File: src/rtl/data_mem_arbiter.sv
// Round-robin arbiter/sequencer sharing one data memory between the core
// load/store port (0) and the loader/debug port (1); outputs are registered.
module data_mem_arbiter #(
  parameter int DWIDTH = 32,
  parameter int RD_LAT = 1
) (
  input  logic              Clk_Core,
  input  logic              Rst_Core,
  input  logic              Locked,
  input  logic              P0_Req,
  input  logic              P0_Wen,
  input  logic [3:0]        P0_Wstrb,
  input  logic [DWIDTH-1:0] P0_Addr,
  input  logic [DWIDTH-1:0] P0_Wdata,
  output logic              P0_Gnt,
  output logic              P0_Rvalid,
  output logic [DWIDTH-1:0] P0_Rdata,
  input  logic              P1_Req,
  input  logic              P1_Wen,
  input  logic [3:0]        P1_Wstrb,
  input  logic [DWIDTH-1:0] P1_Addr,
  input  logic [DWIDTH-1:0] P1_Wdata,
  output logic              P1_Gnt,
  output logic              P1_Rvalid,
  output logic [DWIDTH-1:0] P1_Rdata,
  output logic              Mem_Read_Ctrl,
  output logic [3:0]        Mem_Write_Ctrl,
  output logic [DWIDTH-1:0] Mem_Data_Addr,
  output logic [DWIDTH-1:0] Mem_Data_Write,
  input  logic [DWIDTH-1:0] Mem_Data_Read,
  output logic              Busy
);

  typedef enum logic [1:0] {IDLE, ISSUE, WAIT, RESP} state_t;

  state_t            state, state_nx;
  logic              last, last_nx;
  logic              sel, sel_nx;
  logic              wen_q, wen_nx;
  logic              winner;
  logic              capture;
  logic [2:0]        cnt, cnt_nx;
  logic [1:0]        gnt_nx, rvalid_nx;
  logic              rd_nx;
  logic [3:0]        wr_nx;
  logic [DWIDTH-1:0] addr_nx, wdata_nx;

  // The memory command registers double as the latched address/data, and the
  // command is decided on the IDLE->ISSUE edge so it is visible during ISSUE.
  always_comb begin
    state_nx  = state;
    last_nx   = last;
    sel_nx    = sel;
    wen_nx    = wen_q;
    cnt_nx    = cnt;
    capture   = 1'b0;
    gnt_nx    = '0;
    rvalid_nx = '0;
    rd_nx     = 1'b0;
    wr_nx     = '0;
    addr_nx   = Mem_Data_Addr;
    wdata_nx  = Mem_Data_Write;
    winner    = (P0_Req && P1_Req) ? ~last : P1_Req;
    case (state)
      IDLE: begin
        if (Locked && (P0_Req || P1_Req)) begin
          state_nx       = ISSUE;
          sel_nx         = winner;
          last_nx        = winner;
          gnt_nx[winner] = 1'b1;
          wen_nx         = winner ? P1_Wen   : P0_Wen;
          addr_nx        = winner ? P1_Addr  : P0_Addr;
          wdata_nx       = winner ? P1_Wdata : P0_Wdata;
          if (wen_nx) wr_nx = winner ? P1_Wstrb : P0_Wstrb;
          else        rd_nx = 1'b1;
        end
      end
      ISSUE: begin
        if (wen_q) begin
          state_nx = IDLE;
        end else begin
          state_nx = WAIT;
          cnt_nx   = 3'(RD_LAT);
        end
      end
      WAIT: begin
        if (cnt == 3'd1) begin
          capture        = 1'b1;
          rvalid_nx[sel] = 1'b1;
          state_nx       = RESP;
        end else begin
          cnt_nx = cnt - 3'd1;
        end
      end
      RESP:    state_nx = IDLE;
      default: state_nx = IDLE;
    endcase
  end

  always_ff @(posedge Clk_Core) begin
    if (Rst_Core) begin
      state          <= IDLE;
      last           <= 1'b1;
      sel            <= 1'b0;
      wen_q          <= 1'b0;
      cnt            <= '0;
      P0_Gnt         <= 1'b0;
      P1_Gnt         <= 1'b0;
      P0_Rvalid      <= 1'b0;
      P1_Rvalid      <= 1'b0;
      P0_Rdata       <= '0;
      P1_Rdata       <= '0;
      Mem_Read_Ctrl  <= 1'b0;
      Mem_Write_Ctrl <= '0;
      Mem_Data_Addr  <= '0;
      Mem_Data_Write <= '0;
      Busy           <= 1'b0;
    end else begin
      state          <= state_nx;
      last           <= last_nx;
      sel            <= sel_nx;
      wen_q          <= wen_nx;
      cnt            <= cnt_nx;
      P0_Gnt         <= gnt_nx[0];
      P1_Gnt         <= gnt_nx[1];
      P0_Rvalid      <= rvalid_nx[0];
      P1_Rvalid      <= rvalid_nx[1];
      Mem_Read_Ctrl  <= rd_nx;
      Mem_Write_Ctrl <= wr_nx;
      Mem_Data_Addr  <= addr_nx;
      Mem_Data_Write <= wdata_nx;
      Busy           <= (state_nx != IDLE);
      if (capture) begin
        if (sel) P1_Rdata <= Mem_Data_Read;
        else     P0_Rdata <= Mem_Data_Read;
      end
    end
  end

endmodule

File: config.mk
export PLATFORM = sky130hd
export DESIGN_NAME = data_mem_arbiter
export DESIGN_NICKNAME = d
export VERILOG_FILES = /design/src/rtl/data_mem_arbiter.sv
export SDC_FILE = /design/constraint.sdc
export NUM_CORES = 1
export LEC_CHECK = 0
export CAP_MARGIN = 0
export CORE_UTILIZATION = 44
export DETAILED_ROUTE_END_ITERATION = 10
export PLACE_DENSITY_LB_ADDON = 0.05
export RECOVER_POWER = 100
export SLEW_MARGIN = 5
export SYNTH_ARGS = -nofsm -noshare
export SYNTH_HDL_FRONTEND = slang
export SYNTH_SLANG_ARGS = --single-unit
File: constraint.sdc
create_clock -name Clk_Core -period 3.1 [get_ports Clk_Core]
set_input_delay 0.62 -clock Clk_Core [delete_from_list [all_inputs] [get_ports Clk_Core]]
set_output_delay 0.62 -clock Clk_Core [all_outputs]
set_load 0.1 [all_outputs]
==> Implementation_results.wiki <==
{| class="wikitable"
! Metric !! Value
|-
| Commonest non-fill, non-tap cells in the layout || sky130_fd_sc_hd__clkdlybuf4s50_1 (172), sky130_fd_sc_hd__dfxtp_1 (145), sky130_fd_sc_hd__clkbuf_1 (138), sky130_fd_sc_hd__a21oi_1 (137), sky130_fd_sc_hd__nand2_1 (129)
|-
| Clock Pin Slew Worst Setup and Hold Paths || 60 ps
|-
| Worst reg2reg path startpoint || cnt[1]
|-
| Post-synthesis instance area || around 6200 um2
|-
| Max VDD drop || 460 uV
|-
| CTS H-tree lvls || 4
|-
| Resized cells post-CTS || 0
|-
| Clock sink total || between 100 and 150
|-
| Share of power burned in combinational logic || 25.6%
|-
| Peak fanout along the critical path || 41
|-
| Max-capacitance violation count || 0
|-
| Slew Viols, Final || 0
|-
| Post-CTS Hold Buffers || 0
|-
| Length of the first detailed-routing pass in iterations || 5
|-
| Total net switching power || 0.00190 W
|-
| Tightest Pin Transition || 1270 ps
|-
| Data arrival time of the critical path || about 2700 ps
|-
| Final period demand of the worst path || 2380 ps
|-
| Clock latency at the later pin of the worst-skew pair || roughly 420 ps
|-
| Number of nets in the layout || 1171
|-
| Slack of the worst reg-to-reg path || 720 ps
|-
| Buffers and inverters on the worst path || 2
|-
| Fill cell count || 1272
|-
| DR WL/cell || approximately 17 um
|-
| Most used DFF post-synth || sky130_fd_sc_hd__dfxtp_1
|-
| Fraction of synthesized cell area taken by the top area cell type || 46.8%
|-
| Synthesized Nets || 909
|-
| Path depth of the worst reg2reg path || 6
|-
| Worst clock skew || roughly 6.3 ps
|-
| Area added between synthesis and finish || 44.7%
|-
| Post-route cell area || 9040 um2
|-
| CTS Buf Count || 17
|-
| I/O Pins || around 310
|-
| Final critical-path share of the clock period || 76.9%
|-
| Critical Path Source Type || flop
|-
| Share of the core filled with cells || 65.1%
|-
| Cell with the biggest individual delay on the critical path || sky130_fd_sc_hd__clkbuf_2
|-
| Global placement routability congestion || 0.844
|-
| Maximum number of pins on one net before global-route repair || 78
|-
| Levels on crit path || 6
|-
| R2r endpoint || P1_Rdata[23]
|-
| Remaining antenna violation count || 0
|-
| CTS tree || built
|-
| Via density per instance || 5.51
|-
| Number of cell rows || 43
|-
| RSZ-0062 raised after global routing || false
|-
| Count of warnings emitted by yosys || 0
|-
| Wire length of the first global-routing pass || around 31000 um
|-
| WS Path Type || flop to flop
|-
| Top achievable clock speed || 419 MHz
|-
| Final global-route overflow total || 0
|-
| Final number of hold-violating endpoints || 0
|-
| Clock Power Share || 38.5%
|-
| CP peak stage delay || 610 ps
|-
| Initial antenna violation count || 0
|-
| Worst hold-check path type || flop to flop
|-
| Net Sw Frac || 33.4%
|-
| Die Ht || 121 um
|-
| Instance count of the mapped netlist || around 730
|-
| Drc violations || 0
|-
| Share of the yosys chip area belonging to registers || 46.8%
|-
| Static leakage || 3.12 nW
|-
| Power share of the sequential group || 35.9%
|-
| Number of storage elements in the synthesis netlist || 146
|-
| Layout cell share with drive strength beyond 1 || 7.65%
|-
| Total power per unit cell area || around 630 nW/um2
|-
| Sum of net half-perimeters after detailed placement || 14000 um
|-
| Largest area contributor in the synthesized netlist || sky130_fd_sc_hd__dfxtp_1
|-
| Global-route usage over all layers || 27.3%
|-
| Clock tree root buffer cell || sky130_fd_sc_hd__clkbuf_16
|-
| Syn_area_per_cell || roughly 8.5 um2
|-
| Setup-failing EPs final || 0
|-
| Critical path endpoint category || flop
|-
| Total inserted antenna cells || 0
|-
| Count of flip-flops with a built-in enable after synthesis || 0
|-
| Die extent in x || between 100 and 150 um
|-
| Buffer levels on the longest clock path || 2
|-
| Total wirelength of the detailed-routed design || 20500 um
|-
| FF/Latch Area || 2920 um2
|-
| Floorplan die area || 14700 um2
|-
| Count of distinct cell types in the synthesized netlist || 36
|-
| Worst endpoint required time || 3380 ps
|-
| Post-CTS setup repair buffer count || 0
|-
| Cell types with the largest area share after synthesis || sky130_fd_sc_hd__dfxtp_1 (47%), sky130_fd_sc_hd__a21oi_1 (11%), sky130_fd_sc_hd__a311oi_2 (9.6%)
|-
| Footprint of the multi-input gates || around 2800 um2
|-
| Critical path, cell by cell || inv_1, ha_1, nand4bb_2, clkbuf_2, o21ai_0, a21oi_1
|-
| Cell Area, Placed || ~9000 um2
|-
| Critical path capture point || P1_Rdata[23]
|-
| Async set-or-reset flop fraction in the synthesized netlist || 0%
|-
| Initial core utilization || around 45%
|-
| Status || completed
|-
| IO buf count || roughly 310
|-
| Via count || 6534
|-
| Cell-internal power || 0.00379 W
|-
| Via count of the first global-routing pass || 6194
|-
| Top cell family by delay on the critical path || buffers and inverters
|-
| Std-Cell Core Area || 13900 um2
|-
| Leading cell type in the layout, fill and taps excluded || sky130_fd_sc_hd__clkdlybuf4s50_1
|-
| Relative max-transition margin || 16.0%
|-
| Number of violations reported at the end of detailed-routing iteration 0 || 414
|-
| Crit path launch || cnt[1]
|-
| Total Neg Setup Slack || 0 ps
|}
[kinds of logic after synthesis]
family                   synth area share, %
AO/OA/AOI/OAI                           30.4
adder cells (fa/ha/maj)                0.400
flip-flops                              46.8
buffers and inverters                   6.73
AND/OR/NAND/NOR                         15.5
multiplexers                           0.160
[worst min-delay path: stages (launching register included)]
cell and delay, ps:
sky130_fd_sc_hd__dfxtp_1 300, sky130_fd_sc_hd__o21ai_0 60, sky130_fd_sc_hd__a21oi_1 60
[layout make-up]
cell class / instances / share of cell area, %
Timing Repair Buffer: 324 / 26.6
Sequential cell: 146 / 32.3
Tap cell: 180 / 2.49
Clock buffer: 21 / 5.31
Inverter: 6 / 0.249
Multi-Input combinational cell: 499 / 31.3
Clock inverter: 10 / 1.72
[power groups by stage]
stage | clock network (W) | registers [W] | logic [W]
2_1_floorplan | 0 | 0.00274 | 0.000426
3_3_place_gp | 0 | 0.00208 | 0.00154
3_5_place_dp | 0 | 0.00208 | 0.00156
4_1_cts | 0.00222 | 0.00204 | 0.00157
5_1_grt | 0.00230 | 0.00205 | 0.00152
6_report | 0.00219 | 0.00204 | 0.00146
[state kept, by name (all words and copies together) (netlist names), 2 cells and up]
signal / count
P0_Rdata: 32
cnt: 3
P1_Rdata: 32
Mem_Data_Write: 32
Mem_Write_Ctrl: 4
Mem_Data_Addr: 32
state: 2
[stage by stage]
step	power [W]	worst slack [ps]	std cells	hold WS (ps)
3_3_place_gp	0.00362	798	1155	461
6_report	0.00569	716	1186	474
5_1_grt	0.00587	480	1186	500
2_1_floorplan	0.00316	1490	732	468
4_1_cts	0.00583	987	1186	476
3_5_place_dp	0.00364	721	1155	468
[synth_stat cells, drive strengths merged, types with 3 or more instances]
master / number
nand2: 129
inv: 6
clkbuf: 43
o21ai: 65
a311oi: 64
a21oi: 137
nand3: 74
dfxtp: 146
buf: 38
o211ai: 3
nor2: 4
[worst min path at each step]
stage	from	endpoint	slack, ps	cells after the start
after floorplan	cnt[1]	cnt[1]	470	2
after global placement	P1_Rdata[20]	P1_Rdata[20]	460	2
after detailed placement	P1_Rdata[4]	P1_Rdata[4]	470	2
after CTS	P1_Rdata[15]	P1_Rdata[15]	480	2
after global routing	P0_Rdata[21]	P0_Rdata[21]	500	2
final	P1_Rdata[15]	P1_Rdata[15]	470	2
[per-layer routing]
layer | vias up | wire length (um) | global-route usage, %
met5 | - | 0 | 0
met1 | 3052 | 7970 | 30.8
met2 | 285 | 10300 | 47.1
met3 | 40 | 1660 | 8.36
met4 | 0 | 551 | 11.9
li1 | 3157 | - | -
No activity file was read; power rests on OpenSTA's default activity.
==> RTL edit 1: new RTL, same flow settings <==
Encoding of `state_t`: now Gray code (2 bits for 4 states).
--- a/src/rtl/data_mem_arbiter.sv
+++ b/src/rtl/data_mem_arbiter.sv
@@ -32,5 +32,5 @@
 );
 
-  typedef enum logic [1:0] {IDLE, ISSUE, WAIT, RESP} state_t;
+  typedef enum logic [1:0] {IDLE = 2'b00, ISSUE = 2'b01, WAIT = 2'b11, RESP = 2'b10} state_t;
 
   state_t            state, state_nx;
Formal check against the unedited RTL: same outputs for any inputs over 4 cycles, from zero or initial values and one cycle with Rst_Core high; so few cycles prove little.
==> RTL edit 1 against the unedited design <==
Non-clock buffer count up 4. Combinational power about the same. Clock power fell by 5%. Area after synthesis fell by 5.5%. Sequential cell count stayed put. Register-to-register slack gained 0.28 ns. Global-route usage hardly changed. Hold slack lost 0.019 ns. Critical path depth fell by 1. Worst setup slack worse by 0.021 ns. Power fell by 1.8%. Final area shrank 2.4%. First-iteration DRC count unchanged. Routed wire length down 7.5%. Largest cell class unchanged. Largest power group unchanged.
==> RTL edit 1: results (changes against the unedited design) <==
H-Tree Depth 4 (unchanged); share of the synthesized area in the top cell type 49.5% (+2.7 points); VDD IR max 0.457 mV (-0.67%); syn nets 800 (-12%); Setup Skew 0.0122 ns (+0.00594 ns); GRT Total Usage 27.2% (about the same); # placed instances 1061 (-8.1%); layout cell share with drive strength beyond 1 5.54% (-2.1 points); HPWL after DPL 13600 um (-2.5%); largest net degree at the start of global routing 58 (-26%); Final setup viols 0 (unchanged); via count 5929 (-9.3%); Max FO, Critical Path 52 (+27%); vias in the first global route 5964 (-3.7%); internal cell power 3.65 mW (-3.8%); outcome finished, final reports clean; Area contributors post-synth dfxtp_1, mux2i_1, nand2_1; Synth async-reset ratio 0% (unchanged); IO buf count 312 (unchanged); sequential share of the synthesized area 49.5% (+2.7 points); Filler cells 1147 (-9.8%); Rel. slew slack 16.9% (+0.91 points); synth cell count leaders nand2_1, dfxtp_1, o32ai_1, mux2i_1, a22oi_1; detailed router's first-iteration violation count 414 (unchanged); post-CTS sizing 0 (unchanged); Num CTS Buffers 17 (unchanged); GP Congestion 0.789 (-6.6%); DP Area 8790 sq um (-2.8%); antenna violations before repair 0 (unchanged); first-pass GRT wire length 29800 um (-4.9%); Leak 3.54 nW (+14%); clock buffer depth 2 (unchanged); Place WS 0.374 ns (-0.347 ns); First-pass DRT Iterations 6 (+1); Distinct cells, synth 33 (-8.3%); worst skew pair latency 0.43 ns; Syn. warnings 0 (unchanged); root buf cell clkbuf_16; antenna cell count 0 (unchanged); Routed WL 18900 um (-7.5%); setup bufs post-CTS 0 (unchanged); DR WL/cell 17.3 um (+0.35%); # DRC 0 (unchanged); CP arrival 2.74 ns (+0.08 ns); clock transition at the registers of the reported paths 0.06 ns (about the same); Worst Hold Class reg2reg; Avg Inst Size Synth 9.48 sq um (+11%)
[RTL edit 1: final cells by class]
class | count | area, sq um | share of cell area [%]
sequential | 146 | 2920 | 33.1
multi-input combinational | 410 | 2650 | 30.0
clock inverter | 13 | 160 | 1.81
inverter | 5 | 18.8 | 0.213
tap | 172 | 215 | 2.44
clock buffer | 19 | 443 | 5.02
timing repair buffer | 328 | 2420 | 27.4
[RTL edit 1: power by group through the flow]
stage | Combinational (mW) | Clock, mW | Sequential [mW]
6_report | 1.46 | 2.07 | 2.06
5_1_grt | 1.52 | 2.18 | 2.07
4_1_cts | 1.56 | 2.10 | 2.06
3_5_place_dp | 1.56 | 0 | 2.10
3_3_place_gp | 1.54 | 0 | 2.10
2_1_floorplan | 0.307 | 0 | 2.85
[RTL edit 1: per-layer routing]
layer,vias up,part of all wire (%),global-route usage [%]
li1,2835,-,-
met1,2836,38,28.8
met2,223,52,49.0
met3,35,7.5,8.43
met4,0,2.5,12.9
met5,-,0,0
[RTL edit 1: worst max-delay path, stage by stage]
cell and delay, ns:
dlygate4sd3_1 0.57, inv_2 0.69, clkbuf_1 0.56, nand2_1 0.14, a22oi_1 0.16
[RTL edit 1: final timing paths]
check / startpoint / endpoint / slack, ns / cells after the start
setup / recovery: Rst_Core / Mem_Data_Write[16] / 0.69 / 5
hold reg to reg: P0_Rdata[12] / P0_Rdata[12] / 0.46 / 2
setup reg to reg: state[1] / Mem_Data_Addr[4] / 1.00 / 4
hold / removal: P0_Rdata[12] / P0_Rdata[12] / 0.46 / 2
[RTL edit 1: cells by family after synthesis]
group	count (synthesis)	synth area share, %
AOI/OAI and AO/OA	147	20.1
muxes	64	10.9
adders and majority gates	2	0.424
and+or+nand+nor	197	13.7
DFF	146	49.5
buffers and inverters	67	5.43
==> RTL edit 2: new RTL, same settings <==
Without the edit above. `DWIDTH`: 32 -> 16.
--- a/src/rtl/data_mem_arbiter.sv
+++ b/src/rtl/data_mem_arbiter.sv
@@ -2,5 +2,5 @@
 // load/store port (0) and the loader/debug port (1); outputs are registered.
 module data_mem_arbiter #(
-  parameter int DWIDTH = 32,
+  parameter int DWIDTH = 16,
   parameter int RD_LAT = 1
 ) (
Interface: changed (9 resized); port bits go from 313 to 169. No check against the original RTL was run, so the function may have changed too.
==> RTL edit 2 against the unedited design <==
Final area decreased by 47%. Largest cell class unchanged. Worst setup slack got worse by 0.024 ns. Fmax decreased by 1.0%. Power decreased by 53%. Routed wire length decreased by 53%. Highest routed layer unchanged. Sequential cell count decreased by 64. Combinational power decreased by 49%. First-iteration DRC count decreased by 68%. Area after synthesis decreased by 46%.
==> RTL edit 2: results (changes against the unedited design) <==
outcome finished, final reports clean; Syn. warnings 0 (unchanged); Place WS 0.734 ns (+0.0130 ns); Rel. slew slack 18.4% (+2.5 points); CP arrival 2.59 ns (-0.07 ns); layout cell share with drive strength beyond 1 5.04% (-2.6 points); synth cell count leaders dfxtp_1, a21oi_1, nand2_1, nand3_1, o21ai_0; Max FO, Critical Path 16 (-61%); worst skew pair latency 0.34 ns (-0.08 ns); Layout area overhead 41.5%; IO buf count 168 (-46%); hold wc startpoint P0_Rdata[12]; CP startpoint P0_Req; Post-Layout Cell Count 655 (-45%); detailed router's first-iteration violation count 134 (-68%); first-pass GRT wire length 14900 um (-53%); clock transition at the registers of the reported paths 0.08 ns (+0.02 ns); Area contributors post-synth dfxtp_1, a21oi_1, a311oi_1; Final Max Tran Viols 0 (unchanged); syn nets 501 (-45%); # placed instances 639 (-45%); vias per cell 5.36 (-2.8%); Leak 1.66 nW (-47%); GRT Total Usage 23.9% (-3.3 points); Avg Inst Size Synth 8.34 sq um (-2.4%); setup bufs post-CTS 0 (unchanged); Num CTS Buffers 9 (-8); root buf cell clkbuf_8; VDD IR max 0.295 mV (-36%); critical path's slowest cell dlygate4sd3_1; Distinct cells, synth 32 (-11%); GP Congestion 0.741 (-12%); post-CTS sizing 0 (unchanged); DR WL/cell 14.5 um (-16%); vias in the first global route 3188 (-49%); Setup Skew 0.00593 ns (-0.000373 ns); sequential share of the synthesized area 48.7% (+2.0 points); HPWL after DPL 6520 um (-53%); H-Tree Depth 3 (-1); nets@finish 648 (-45%); Filler cells 685 (-46%)
[RTL edit 2: per-stage QoR]
step	cell area (sq um)	power [mW]	hold WS, ns
2_1_floorplan	3370	1.72	0.468
3_3_place_gp	4850	1.96	0.462
3_5_place_dp	4850	1.97	0.466
4_1_cts	5050	2.74	0.477
5_1_grt	4770	2.79	0.499
6_report	4770	2.68	0.474
[RTL edit 2: layout make-up]
type                            count  share of cell area, %
Tap cell                           99                   2.60
Sequential cell                    82                   34.4
Multi-Input combinational cell    275                   31.5
Timing Repair Buffer              177                   26.7
Clock buffer                       11                   3.18
Clock inverter                      5                   1.10
Inverter                            6                  0.472
[RTL edit 2: logic make-up after synthesis]
group	share of synthesized area (%)
compound gates	26.6
simple gates	16.8
flops	48.7
buf+inv	6.91
fa+ha+maj	0.743
mux	0.297
[RTL edit 2: path summary, 6_finish.rpt]
| path | slack [ns] | endpoint | cells after the start |
|---|---|---|---|
| max | 0.69 | Mem_Data_Addr[12] | 5 |
| min | 0.47 | P0_Rdata[12] | 2 |
| max reg2reg | 0.99 | P0_Rdata[8] | 6 |
| min reg2reg | 0.47 | P0_Rdata[12] | 2 |
[RTL edit 2: per-layer routing]
layer  share of wire (%)  routed length [um]  global-route usage, %  vias to the layer above
met2                  48                4560                   40.0                      136
li1                    -                   -                      -                     1746
met4                 2.1                 204                   9.96                        0
met3                 7.6                 721                   6.00                       18
met1                  42                4030                   29.4                     1608
met5                   0                   0                      0                        -
[RTL edit 2: report_power, final]
part | internal (mW) | switching [mW] | total, mW
registers | 1.11 | 0.0325 | 1.14
clock network | 0.412 | 0.371 | 0.783
logic | 0.201 | 0.549 | 0.750
[RTL edit 2: worst min-delay path, stage by stage (launching register included)]
cell and delay (ns):
dfxtp_1 0.31, o21ai_0 0.06, a21oi_1 0.06
